`src/rtl/hart_mem_responder.sv`:
```
// Single-port SRAM responder shared by a hart's fetch and data ports.
// Each access takes exactly two cycles: issue in IDLE, deliver in RESP_I/RESP_D.
// Data requests win arbitration, except right after a data response, where the
// always-pending fetch is given one turn so instruction fetch cannot starve.
module hart_mem_responder #(
  parameter int unsigned ADDR_WIDTH = 10
) (
  input  logic                  clk,
  input  logic                  rst,
  input  logic [31:0]           imem_addr,
  output logic                  imem_stall,
  output logic [31:0]           imem_data,
  input  logic                  dmem_req,
  input  logic [31:0]           dmem_addr,
  input  logic [3:0]            dmem_wmask,
  input  logic [31:0]           dmem_wdata,
  output logic                  dmem_stall,
  output logic [31:0]           dmem_rdata,
  output logic [ADDR_WIDTH-1:0] sram_addr,
  output logic [3:0]            sram_wen,
  output logic [31:0]           sram_wdata,
  input  logic [31:0]           sram_rdata
);

  localparam logic [1:0] IDLE   = 2'd0;
  localparam logic [1:0] RESP_I = 2'd1;
  localparam logic [1:0] RESP_D = 2'd2;

  logic [1:0]  state;
  logic [1:0]  state_nxt;
  logic        fetch_prio;
  logic        d_read;
  logic        grant_d;
  logic [31:0] imem_hold;
  logic [31:0] dmem_hold;

  // Byte-offset and out-of-range address bits are deliberately dropped (wrap).
  logic unused_addr_bits;
  assign unused_addr_bits = ^{imem_addr[31:ADDR_WIDTH+2], imem_addr[1:0],
                              dmem_addr[31:ADDR_WIDTH+2], dmem_addr[1:0]};

  // State, anti-starvation flag, access kind and response hold registers.
  always_ff @(posedge clk or posedge rst) begin
    if (rst) begin
      state      <= IDLE;
      fetch_prio <= 1'b0;
      d_read     <= 1'b0;
      imem_hold  <= 32'h0;
      dmem_hold  <= 32'h0;
    end else begin
      state      <= state_nxt;
      fetch_prio <= (state == RESP_D);
      if (state == IDLE && grant_d) begin
        d_read <= (dmem_wmask == 4'b0000);
      end
      if (state == RESP_I) begin
        imem_hold <= sram_rdata;
      end
      if (state == RESP_D && d_read) begin
        dmem_hold <= sram_rdata;
      end
    end
  end

  // Arbitration, next state and SRAM request drive.
  always_comb begin
    state_nxt  = state;
    grant_d    = dmem_req && !fetch_prio;
    sram_addr  = imem_addr[ADDR_WIDTH+1:2];
    sram_wen   = 4'b0000;
    sram_wdata = dmem_wdata;
    case (state)
      IDLE: begin
        if (grant_d) begin
          state_nxt = RESP_D;
          sram_addr = dmem_addr[ADDR_WIDTH+1:2];
          if (!rst) begin
            sram_wen = dmem_wmask;
          end
        end else begin
          state_nxt = RESP_I;
        end
      end
      RESP_I: begin
        state_nxt = IDLE;
      end
      RESP_D: begin
        state_nxt = IDLE;
        sram_addr = dmem_addr[ADDR_WIDTH+1:2];
      end
      default: begin
        state_nxt = IDLE;
      end
    endcase
  end

  // Stall flags and data returned to the hart: live SRAM data in the response
  // cycle, held copy otherwise.
  always_comb begin
    imem_stall = (state != RESP_I);
    dmem_stall = dmem_req && (state != RESP_D);
    imem_data  = (state == RESP_I) ? sram_rdata : imem_hold;
    dmem_rdata = (state == RESP_D && d_read) ? sram_rdata : dmem_hold;
  end

endmodule
```
`config.mk`:
```
export PLATFORM = sky130hd
export DESIGN_NAME = hart_mem_responder
export DESIGN_NICKNAME = d
export VERILOG_FILES = /design/src/rtl/hart_mem_responder.sv
export SDC_FILE = /design/constraint.sdc
export NUM_CORES = 1
export LEC_CHECK = 0
export CAP_MARGIN = 20
export CORE_UTILIZATION = 36
export CTS_CLUSTER_SIZE = 8
export DETAILED_ROUTE_END_ITERATION = 10
export PLACE_DENSITY = 0.85
export SYNTH_ARGS = -nofsm -noshare
export SYNTH_HDL_FRONTEND = slang
export SYNTH_SLANG_ARGS = --single-unit
```
`constraint.sdc`:
```
create_clock -name clk -period 6.11 [get_ports clk]
set_clock_uncertainty 0.2 [all_clocks]
set_input_delay 0.611 -clock clk [delete_from_list [all_inputs] [get_ports clk]]
set_output_delay 0.611 -clock clk [all_outputs]
set_load 0.05 [all_outputs]
```
Word-level counts from Yosys, hierarchy flattened
Index checks and enable logic that the tools add are counted.
Word-level totals
  flip-flop bits (word level): 68
  input bits: 135
Operators by class
  equality and inequality tests: 4
  mux-type cells: 9
  reduce and logical (&&, ||, !) cells: 7
Operator list (number)
  two-way mux 32 bit: 2
  one-hot mux 10 bit (2 select lines): 1
  two-way mux 4 bit: 3
  two-way mux 10 bit: 1
  logical AND 1 bit: 4
  logical NOT 4 bit: 1
  two-way mux 2 bit: 2
  equality test 2 x 1 -> 1 bit, second input constant: 1
  equality test 2 bit, second input constant: 1
  logical NOT 2 bit: 1
  != test 2 x 1 -> 1 bit, second input constant: 1
  != test 2 bit, second input constant: 1
  logical NOT 1 bit: 1

Depth between registers and ports, before layout
Gate-level depths: netlist of the first run.
  depth after elaboration: 4
  mapped depth: 4
  mapped depth without buffers: 3

Worst setup path after synthesis of the first run
Ideal clock, no wire load.
  path type: input to output
  start: input port dmem_req
  end: output port sram_addr[0]
  data arrival time: 1519 ps
  slack: 3780 ps
  stages on the path: 4
  buffers on the path: 1
  cells stage by stage: nor2b_1 -> o21bai_1 -> buf_2 -> mux2_2
On the way
  cells in the longest elaborated chain, start to end: 3
Ends and longest elaborated chain
  start: declaration: line 13  | input logic dmem_req,
  logical AND 1 bit: line 68  | grant_d = dmem_req && !fetch_prio;
  two-way mux 10 bit: line 74  | if (grant_d) begin
  one-hot mux 10 bit (2 select lines): line 72  | case (state)
  end: declaration: line 19  | output logic [ADDR_WIDTH-1:0] sram_addr,
No other way between the ends.

Worst setup path in the final report of the first run
  start: input port dmem_req
  end: output port sram_addr[4]
The elaborated chain is that of the path after synthesis.

==> flow_summary.json, run 1 <==
{
  "outcome": "complete, no violations",
  "fin_setup_tns_ps": 0,
  "vdd_drop_max_mv": 0.444,
  "grt_max_degree": 39,
  "worst_setup_path_end_kind": "output pin",
  "htree_levels": 3,
  "grtUsageTotal": 0.155,
  "crit_chain": "clkdlybuf4s50_1, nor2b_1, o21bai_1, mux2_2, clkdlybuf4s50_1",
  "crit_arrival_ps": 3060,
  "cellPowerDensity_mw_per_mm2": 719,
  "p_leak_nw": 1.97,
  "synth_top_family_by_area": "multiplexers",
  "cts_tree": "yes",
  "slew_viol_final": 0,
  "clock_path_buffers": 2,
  "worst_ep_required_time_ps": 5300,
  "numCtsBuffers": 9,
  "crit_path_start_kind": "primary input",
  "grt_pass1_vias": 2134,
  "grt_pass1_wl_um": 10500,
  "dp_hpwl_um": 4860,
  "route.detailed.drc": 0,
  "netlist-cell-type-count": 18,
  "dr.pass1.iters": 4,
  "fillCellCount": 694,
  "numPortBuffers": 138,
  "ant_nets": 0,
  "clk_pin_slew_ps": 70,
  "finalNetCount": 444,
  "maxSlewHeadroom": 0.359,
  "synth-seq-area-share": 0.544,
  "maxCapViolCount": 0,
  "cts.sinks": 68,
  "mostFrequentLayoutCell": "clkdlybuf4s50_1",
  "synth_simple_gate_area_share": 0.0320,
  "avgSynthCellArea_um2": 15.7,
  "post-route-util": 0.539,
  "mostFrequentLayoutCells": "138 x clkdlybuf4s50_1, 68 x dfrtp_1, 40 x mux2_2",
  "die-width_um": 95.2,
  "vias": 1956,
  "max_stage_delay_ps": 710,
  "wl_um": 6780,
  "hold_viol_final": 0,
  "worst_pin_slew_ps": 961,
  "die_area_mm2": 0.00907,
  "hold_class": "register to register",
  "ctsResizeCount": 0,
  "vias_per_cell": 4.68,
  "clockRootBuffer": "clkbuf_8",
  "area_growth_pct": 43.0,
  "syn_inst": 199,
  "core.rowCount": 33,
  "clock_latency_ps": 330,
  "avgRoutedWirePerCell_um": 16.2,
  "diodes": 0,
  "fmax_mhz": 258,
  "setup_viol": 0,
  "antenna_found_initial": 0,
  "coreArea_mm2": 0.00830,
  "cp_max_fo": 10,
  "holdWs_ps": 292,
  "die_h_um": 95.2,
  "rsz0062_at_grt": "no",
  "yosysWarnings": 0,
  "muxShareOfSynthArea": 0.311,
  "syn_nets": 334,
  "period_share": 0.633,
  "drive_gt1_frac": 0.300,
  "fin_crit_ps": 3870,
  "initial_core_util": 0.377,
  "synth_seq_cells": 68,
  "hold_buffers": 0,
  "grt_overflow": 0,
  "postCtsSetupRepairBufs": 0,
  "synth_xor_area_frac": 0,
  "crit_slowest_cell": "o21bai_1",
  "gp_congestion": 0.704,
  "crit_top_cell": "clkdlybuf4s50_1",
  "synth_compound_area_frac": 0.00240,
  "worstSetupPathType": "primary input to output pin",
  "synthAdderAreaFrac": 0,
  "syn_area_mm2": 0.00313,
  "drtIter0Drc": 42,
  "pin_count": 247
}
[final cells by class]
cell class / instances / area, um^2 / share of cell area
Clock buffer: 11 / 141 / 0.0316
Multi-Input combinational cell: 90 / 1080 / 0.242
Clock inverter: 4 / 26.3 / 0.00587
Tap cell: 105 / 131 / 0.0294
Sequential cell: 68 / 1700 / 0.380
Inverter: 1 / 3.75 / 0.000839
Timing Repair Buffer: 139 / 1390 / 0.310
[synth_stat cells]
library cell / number / area (um^2)
inv_1: 1 / 3.75
o21bai_1: 1 / 7.51
nor2b_1: 1 / 6.26
dfrtp_1: 68 / 1700
and2_1: 4 / 25.0
mux2_1: 1 / 11.3
mux2_4: 34 / 510
nor2b_4: 1 / 13.8
nand2b_1: 2 / 12.5
nor3_1: 2 / 10.0
nand2_4: 1 / 11.3
mux2_2: 40 / 450
buf_2: 2 / 10.0
nor4_1: 2 / 12.5
buf_6: 3 / 33.8
buf_12: 3 / 60.1
and2b_2: 1 / 8.76
buf_4: 32 / 240
[cell families after synthesis]
group,Yosys count
buf+inv,41
flops,68
compound gates,1
simple gates,14
mux,75
[through the flow]
stage          instance area, um^2  power [W]  cells  setup slack (ps)
4_1_cts                       4480    0.00325    418              2230
3_5_place_dp                  4310    0.00292    403              2230
5_1_grt                       4480    0.00336    418              2110
3_3_place_gp                  4310    0.00288    403              2300
2_1_floorplan                 3130    0.00235    199              3590
6_report                      4480    0.00322    418              2240
[critical path: cells and delay by family]
kind	cells	cell delay [ps]
buffers and inverters	2	1150
and+or+nand+nor	1	160
AOI/OAI and AO/OA	1	710
muxes	1	430
[report_power, final]
part | switching (W) | total (W) | internal, W | leakage [nW]
Clock | 0.000162 | 0.000318 | 0.000155 | 0.0852
Sequential | 0.0000677 | 0.000743 | 0.000676 | 0.798
Combinational | 0.00135 | 0.00216 | 0.000810 | 1.09
[path summary, 6_finish.rpt]
| path | from | end | slack [ps] | cells after the start |
|---|---|---|---|---|
| worst max-delay path | dmem_req | sram_addr[4] | 2240 | 5 |
| worst min-delay path | dmem_hold[29] | dmem_hold[29] | 290 | 1 |
| worst max register to register | state[1] | imem_hold[26] | 4110 | 2 |
| worst min register to register | dmem_hold[29] | dmem_hold[29] | 290 | 1 |
| max in group asynchronous | rst | fetch_prio | 4250 | 3 |
| min in group asynchronous | rst | dmem_hold[21] | 530 | 2 |
[registers in the layout (all words and copies together), names as in the netlist]
name / flops
fetch_prio: 1
state: 2
dmem_hold: 32
imem_hold: 32
d_read: 1
[routing by layer]
layer | wire length, um | vias to the layer above | part of all wire | global-route usage
met5 | 0 | - | 0 | 0
met2 | 3340 | 92 | 0.49 | 0.250
met4 | 121 | 0 | 0.018 | 0.0581
li1 | - | 868 | - | -
met3 | 577 | 26 | 0.085 | 0.0678
met1 | 2740 | 970 | 0.40 | 0.182
Note: power is estimated with default switching activity, not from simulation.
==> inputs of run 2 (changes only) <==
CORE_UTILIZATION = 30   (was 36)
PLACE_DENSITY = 0.75   (was 0.85)
clock period = 3.3 ns   (was 6.11 ns; I/O delays follow)
==> run 2 against run 1 <==
Compared with the run above:
- sequential share of layout area fell by 1.3 points
- combinational power up 85%
- core utilization down 7.4 points
- sequential power up 86%
- clock-buffer cell count unchanged
- clock power grew to 2.7 times the previous value
- final area up 3.5%
- die area up 20%
- non-clock buffer count up 4
==> flow_summary.json, run 2 (synthesis results as in run 1) <==
{
  "placed_area_mm2": 0.00437,
  "clock_path_buffers": 2,
  "grt_max_degree": 37,
  "regToRegSetupSlack_ps": 1490,
  "area_growth_pct": 48.0,
  "die_h_um": 104,
  "antenna_found_initial": 0,
  "ant_nets": 0,
  "postCtsSetupRepairBufs": 0,
  "crit_path_start_kind": "register",
  "postLayoutCellArea_mm2": 0.00463,
  "r2r-start": "state[1]",
  "mostFrequentLayoutCells": "128 x clkdlybuf4s50_1, 68 x dfrtp_1, 40 x mux2_2",
  "clock_power_share": 0.139,
  "dp_hpwl_um": 4990,
  "htree_levels": 3,
  "vias": 1978,
  "initial_core_util": 0.314,
  "clockRootBuffer": "clkbuf_8",
  "drtIter0Drc": 30,
  "p_sw_frac": 0.470,
  "avgRoutedWirePerCell_um": 15.1,
  "numCtsBuffers": 9,
  "p_leak_nw": 2.05,
  "clock_latency_ps": 330,
  "worstRegToRegCells": 4,
  "slew_viol_final": 0,
  "p_comb_frac": 0.640,
  "core.rowCount": 36,
  "coreArea_mm2": 0.00995,
  "power_frac_seq": 0.221,
  "period_share": 0.930,
  "grt_overflow": 0,
  "cp.buffers_inverters": 2,
  "dr.pass1.iters": 4,
  "cts_tree": "yes",
  "grtUsageTotal": 0.133,
  "worst_ep_required_time_ps": 2770,
  "reg2reg_to": "dmem_hold[0]",
  "worst_setup_path_end_kind": "output pin",
  "numPortBuffers": 138,
  "maxCapViolCount": 0,
  "crit_arrival_ps": 2540,
  "maxSlewHeadroom": 0.535,
  "outcome": "complete, no violations",
  "switchingPower_w": 0.00293,
  "rsz0062_at_grt": "no",
  "cts.sinks": 68,
  "dp_cells": 435,
  "pin_count": 247,
  "cp_top_family": "buffers and inverters",
  "finalNonFillerCells": 451,
  "diodes": 0,
  "hold_viol_final": 0,
  "grt_pass1_wl_um": 11200,
  "ctsResizeCount": 0,
  "reg.largest.list": "dmem_hold (32), imem_hold (32), state (2)",
  "max_stage_delay_ps": 710,
  "wl_um": 6820,
  "fillCellCount": 897,
  "cp_max_fo": 17,
  "mostFrequentLayoutCell": "clkdlybuf4s50_1",
  "crit_chain": "nor2b_4, nand2_4, buf_12, mux2_2, clkdlybuf4s50_1",
  "cellPowerDensity_mw_per_mm2": 1350,
  "fmax_mhz": 326,
  "clk_pin_slew_ps": 70,
  "total_power_w": 0.00623,
  "drive_gt1_frac": 0.346,
  "fin_setup_tns_ps": 0,
  "hold_buffers": 0,
  "die-width_um": 104,
  "hold_class": "primary input to asynchronous set/reset pin",
  "gp_congestion": 0.728,
  "finalNetCount": 448,
  "internal_power_w": 0.00330,
  "worst_pin_slew_ps": 696,
  "holdWs_ps": 256,
  "grt_pass1_vias": 2220,
  "route.detailed.drc": 0,
  "worstSetupPathType": "register to output pin",
  "vdd_drop_max_mv": 0.831,
  "setup_viol": 0,
  "die_area_mm2": 0.0108,
  "fin_crit_ps": 3070,
  "crit_slowest_cell": "clkdlybuf4s50_1",
  "vias_per_cell": 4.39
}
-- run 2: cell count changes in the layout (fill, tap and decap cells not counted), sizes merged --
cell	previous run	this run
buf	1	15
bufinv	0	3
clkdlybuf4s50	138	128
inv	1	2
clkinv	3	0
-- run 2: worst max path at each step --
stage | startpoint | endpoint | slack, ps | cells after the start
2_1_floorplan | rst | d_read | 1060 | 1
3_3_place_gp | dmem_req | sram_wen[0] | 550 | 5
3_5_place_dp | dmem_req | sram_wen[1] | 500 | 5
4_1_cts | state[1] | dmem_rdata[0] | 190 | 5
5_1_grt | state[1] | dmem_rdata[0] | 100 | 5
6_report | state[1] | dmem_rdata[0] | 230 | 5
-- run 2: routing by layer --
metal,share of wire,global-route usage,vias up
met1,0.40,0.147,978
met4,0.020,0.0612,0
met2,0.51,0.227,95
met5,0,0,-
li1,-,-,880
met3,0.071,0.0501,25
-- run 2: worst register-to-register path, stage by stage (launching register included) --
cell and delay, ps:
dfrtp_1 430, nor2b_4 160, nand2_4 280, buf_12 260, mux2_2 370
-- run 2: through the flow --
stage | setup slack, ps | util
floorplan | 1060 | -
global placement | 554 | 0.439
detailed placement | 502 | 0.439
CTS | 185 | 0.465
global route | 97.7 | 0.465
finish | 231 | 0.465
-- run 2: area by class of cell --
class / count / area (um^2) / area share
clock buffer: 11 / 151 / 0.0327
clock inverter: 5 / 106 / 0.0230
inverter: 1 / 3.75 / 0.000811
multi-input combinational: 90 / 1080 / 0.234
sequential: 68 / 1700 / 0.367
tap: 133 / 166 / 0.0359
timing repair buffer: 143 / 1420 / 0.306
-- run 2: power groups by stage --
stage / Combinational (W) / Clock [W] / Sequential (W)
floorplan: 0.00300 / 0 / 0.00135
global placement: 0.00400 / 0 / 0.00137
detailed placement: 0.00402 / 0 / 0.00139
CTS: 0.00403 / 0.000895 / 0.00138
global route: 0.00415 / 0.000926 / 0.00143
finish: 0.00399 / 0.000865 / 0.00138
==> inputs of run 3 (changes only) <==
SETUP_SLACK_MARGIN = 0.15   (was default)
==> run 3 against run 2 <==
Compared with the run above:
- sequential power about the same
- critical endpoint is now dmem_rdata[31]
- final cell count unchanged
- die area unchanged
- worst setup slack better by 230 ps
- global-route usage unchanged
==> flow_summary.json, run 3 (synthesis results as in run 1) <==
{
  "ant_nets": 0,
  "regToRegSetupSlack_ps": 1490,
  "total_power_w": 0.00622,
  "clock_latency_ps": 330,
  "post-route-util": 0.469,
  "worst_setup_path_end_kind": "output pin",
  "die_h_um": 104,
  "drive_gt1_frac": 0.346,
  "numCtsBuffers": 9,
  "max_stage_delay_ps": 800,
  "grt_pass1_wl_um": 11200,
  "finalNetCount": 448,
  "vdd_drop_max_mv": 0.831,
  "hold_class": "primary input to asynchronous set/reset pin",
  "crit_slowest_cell": "clkdlybuf4s50_1",
  "worstSetupPathType": "register to output pin",
  "rsz0062_at_grt": "no",
  "mostFrequentLayoutCells": "111 x clkdlybuf4s50_1, 68 x dfrtp_1, 40 x mux2_2",
  "cts_tree": "yes",
  "wl_um": 6850,
  "finalNonFillerCells": 451,
  "grt_max_degree": 37,
  "area_growth_pct": 49.3,
  "crit_path_start_kind": "register",
  "fmax_mhz": 352,
  "die-width_um": 104,
  "die_area_mm2": 0.0108,
  "crit_chain": "nor2b_4, nand2_4, mux2_2, clkdlybuf4s50_1",
  "diodes": 0,
  "cp_max_fo": 16,
  "outcome": "complete, no violations",
  "r2r-start": "state[1]",
  "dp_slack_ps": 502,
  "htree_levels": 3,
  "reg2reg_to": "dmem_hold[0]",
  "numPortBuffers": 138,
  "cellPowerDensity_mw_per_mm2": 1330,
  "initial_core_util": 0.314,
  "critPathLaunch": "state[0]",
  "clk_pin_slew_ps": 70,
  "antenna_found_initial": 0,
  "worst_pin_slew_ps": 701,
  "pin_count": 247,
  "coreArea_mm2": 0.00995,
  "slew_viol_final": 0,
  "maxSlewHeadroom": 0.532,
  "maxCapViolCount": 0,
  "worst_ep_required_time_ps": 2770,
  "gp_congestion": 0.728,
  "setup_viol": 0,
  "dp_hpwl_um": 4990,
  "vias_per_cell": 4.37,
  "dr.pass1.iters": 4,
  "mostFrequentLayoutCell": "clkdlybuf4s50_1",
  "route.detailed.drc": 0,
  "drtIter0Drc": 45,
  "avgRoutedWirePerCell_um": 15.2,
  "fin_setup_tns_ps": 0,
  "reg.largest.list": "dmem_hold (32), imem_hold (32), state (2)",
  "fillCellCount": 886,
  "grt_overflow": 0,
  "grt_pass1_vias": 2220,
  "core.rowCount": 36,
  "fin_crit_ps": 2840,
  "cts.sinks": 68,
  "postCtsSetupRepairBufs": 0,
  "hold_viol_final": 0,
  "cp.buffers_inverters": 1,
  "p_leak_nw": 2.21,
  "dp_cells": 435,
  "crit_arrival_ps": 2310,
  "vias": 1973,
  "grtUsageTotal": 0.133,
  "cp_top_family": "buffers and inverters",
  "worstRegToRegCells": 4,
  "fin_ws_ps": 457,
  "period_share": 0.862,
  "clockRootBuffer": "clkbuf_8",
  "clock_path_buffers": 2
}
run 3: cell count changes in the layout (fill, tap and decap cells not counted), sizes merged:
cell / change
dlymetal6s2s: +17
clkdlybuf4s50: -17
run 3: power by group:
group          total, W  switching, W  internal (W)
clock network  0.000865      0.000319      0.000546
logic           0.00398       0.00249       0.00149
registers       0.00138      0.000126       0.00125
total           0.00622       0.00293       0.00329
run 3: what timing repair did:
item | 4_1_cts | 5_1_grt
setup endpoints to repair | 0 | 17
gates resized for setup | 0 | 17
hold buffers | 0 | 0
endpoints found under the hold margin | 0 | 0
run 3: metal layers:
layer / up-vias / global-route usage / part of all wire
met2: 95 / 0.227 / 0.51
met5: - / 0 / 0
met3: 25 / 0.0501 / 0.072
met1: 974 / 0.147 / 0.40
met4: 0 / 0.0612 / 0.020
li1: 879 / - / -
run 3: worst max-delay path by stage:
stage / to / depth (start not counted)
floorplan: d_read / 1
global placement: sram_wen[0] / 5
detailed placement: sram_wen[1] / 5
CTS: dmem_rdata[0] / 5
global route: dmem_rdata[31] / 4
finish: dmem_rdata[31] / 4
run 3: layout make-up:
| class | count | area, um^2 | share of cell area |
|---|---|---|---|
| repair buffers | 143 | 1460 | 0.313 |
| flip-flops and latches | 68 | 1700 | 0.364 |
| multi-input cells | 90 | 1080 | 0.232 |
| well taps | 133 | 166 | 0.0356 |
| inverters | 1 | 3.75 | 0.000803 |
| clock buffers | 11 | 151 | 0.0324 |
| clock inverters | 5 | 106 | 0.0228 |
run 3: metrics by stage:
step | area [um^2] | hold slack (ps)
floorplan | 3130 | 288
global placement | 4370 | 274
detailed placement | 4370 | 278
CTS | 4630 | 274
global route | 4670 | 303
finish | 4670 | 258
==> variant: new RTL, settings of run 3 <==
`ADDR_WIDTH`: 10 -> 9.
--- a/src/rtl/hart_mem_responder.sv
+++ b/src/rtl/hart_mem_responder.sv
@@ -4,5 +4,5 @@
 // always-pending fetch is given one turn so instruction fetch cannot starve.
 module hart_mem_responder #(
-  parameter int unsigned ADDR_WIDTH = 10
+  parameter int unsigned ADDR_WIDTH = 9
 ) (
   input  logic                  clk,
Ports: changed (resized sram_addr); port bits go from 247 to 246. The function was not compared with the original's and may differ.
==> variant against run 3 <==
Via count down 3.3%. Sequential cell count did not move. Highest routed layer unchanged. Critical endpoint is now dmem_rdata[7]. Utilization shrank 0.89 points. Synthesized area fell by 0.36%. Total power down 1.8%. Routed wire length grew 1.8%. Design area fell by 2.3%. Worst setup slack worse by 190 ps. Worst hold slack improved by 5.3 ps. Fmax down 6.2%. Count of clock-buffer cells in the layout rose by 1. Synthesized cell count shrank 0.50%. Die area shrank 0.36%.
==> variant: results (changes against run 3) <==
<table>
<tr><th>Metric</th><th>Value</th></tr>
<tr><th colspan="2">Cells and area</th></tr>
<tr><td>Ratio of cells with drive above 1 in the final layout</td><td>33.5% (was 34.6%)</td></tr>
<tr><td>Final net count</td><td>443 (was 448)</td></tr>
<tr><td>Antenna diode instance count</td><td>0 (unchanged)</td></tr>
<tr><td>Fill cell total of the finished layout</td><td>903 (was 886)</td></tr>
<tr><th colspan="2">Placed design</th></tr>
<tr><td>DP HPWL</td><td>5130 um (was 4990 um)</td></tr>
<tr><td>Total of buffers placed on input and output ports</td><td>135 (was 138)</td></tr>
<tr><td>Placement Setup Slack</td><td>408 ps (was 502 ps)</td></tr>
<tr><td>Area post-placement</td><td>4340 um^2 (was 4370 um^2)</td></tr>
<tr><td>Weighted congestion at the end of routability-driven global placement</td><td>0.733 (was 0.728)</td></tr>
<tr><th colspan="2">Route</th></tr>
<tr><td>Final routed wirelength across all metal layers</td><td>6980 um (was 6850 um)</td></tr>
<tr><td>Via count of the routed design</td><td>1,907 (was 1,973)</td></tr>
<tr><td>Detailed Route Iter0 Violations</td><td>38 (was 45)</td></tr>
<tr><th colspan="2">STA</th></tr>
<tr><td>Final Max Tran Viols</td><td>0 (unchanged)</td></tr>
<tr><td>Pin slew with the least headroom to its limit</td><td>678 ps (was 701 ps)</td></tr>
<tr><th colspan="2">Critical path</th></tr>
<tr><td>Biggest fanout along the worst timing path</td><td>18 (was 16)</td></tr>
<tr><td>RR Startpoint</td><td>state[0]$_DFF_PP0_ (was state[1]$_DFF_PP0_)</td></tr>
<tr><td>CP Data Arrival Time</td><td>2500 ps (was 2310 ps)</td></tr>
<tr><th colspan="2">GRT</th></tr>
<tr><td>Overall global routing resource usage</td><td>13.9% (was 13.3%)</td></tr>
<tr><td>Number of global-route vias before repair</td><td>2,209 (was 2,220)</td></tr>
<tr><td>Wire length of the first global-routing pass</td><td>11,600 um (was 11,200 um)</td></tr>
<tr><td>Pin count of the biggest net entering global routing</td><td>40 (was 37)</td></tr>
<tr><th colspan="2">Synthesis</th></tr>
<tr><td>Post-synth ARST share</td><td>100% (unchanged)</td></tr>
<tr><td>Synth cell count leaders</td><td>dfrtp_1, mux2_2, mux2_4 (unchanged)</td></tr>
<tr><td>Post-synth net total</td><td>333 (was 334)</td></tr>
<tr><td>Area contributors post-synth</td><td>dfrtp_1, mux2_4, mux2_2 (unchanged)</td></tr>
<tr><td>Register area share after synthesis</td><td>54.6% (was 54.4%)</td></tr>
<tr><th colspan="2">Power and ir drop</th></tr>
<tr><td>Static power due to leakage</td><td>2.03 nW (was 2.21 nW)</td></tr>
<tr><td>VDD IR-drop max</td><td>0.648 mV (was 0.831 mV)</td></tr>
<tr><th colspan="2">Outcome</th></tr>
<tr><td>Run status</td><td>complete, no violations (unchanged)</td></tr>
</table>
[variant: worst paths after layout]
path | endpoint | slack (ps)
setup / recovery | dmem_rdata[7] | 270
hold / removal | fetch_prio$_DFF_PP0_ | 260
setup reg to reg | dmem_hold[0]$_DFF_PP0_ | 1490
hold reg to reg | dmem_hold[11]$_DFF_PP0_ | 290
max in group asynchronous | imem_hold[7]$_DFF_PP0_ | 1980
min in group clk | dmem_hold[11]$_DFF_PP0_ | 290
[variant: metal layers]
| metal | track usage [%] | vias up | wire (um) |
|---|---|---|---|
| met4 | 6.33 | 0 | 99 |
| met5 | 0 | - | 0 |
| li1 | - | 863 | - |
| met2 | 24.5 | 85 | 3690 |
| met1 | 15.0 | 943 | 2730 |
| met3 | 4.57 | 16 | 464 |
[variant: cell families (layout without fill, tap and decap cells)]
family | count (synthesis) | after routing | share of synthesized area (%)
multiplexers | 74 | 74 | 30.8
flip-flops | 68 | 68 | 54.6
buffers and inverters | 41 | 156 | 11.2
AND/OR/NAND/NOR | 14 | 14 | 3.21
AO/OA/AOI/OAI | 1 | 1 | 0.241
[variant: layout make-up]
type                    instances  area, um^2  area share [%]
flip-flops and latches         68        1700            37.3
repair buffers                139        1400            30.6
multi-input cells              89        1080            23.6
well taps                     133         166            3.65
clock buffers                  12         145            3.18
clock inverters                 4        72.6            1.59
inverters                       1        3.75          0.0822
[variant: worst max-delay path: stages (launching register included)]
cell and delay (ps):
dfrtp_1 480, nor2b_4 190, nand2_4 210, buf_12 250
mux2_4 310, clkdlybuf4s50_1 710
[variant: repair_timing]
action | in CTS | in global routing
hold buffers | 0 | 0
setup endpoints to repair | 0 | 19
gates resized for setup | 0 | 2
setup buffers | 0 | 0
[variant: where the power goes]
group / internal [W] / switching (W) / total [W] / leakage (nW)
clock network: 0.000446 / 0.000306 / 0.000752 / 0.107
logic: 0.00150 / 0.00248 / 0.00398 / 1.13
registers: 0.00125 / 0.000128 / 0.00138 / 0.798
[variant: stage by stage]
stage	power, W	std cells
finish	0.00611	446
global route	0.00639	446
CTS	0.00618	446
detailed placement	0.00540	430
global placement	0.00534	430
floorplan	0.00433	198
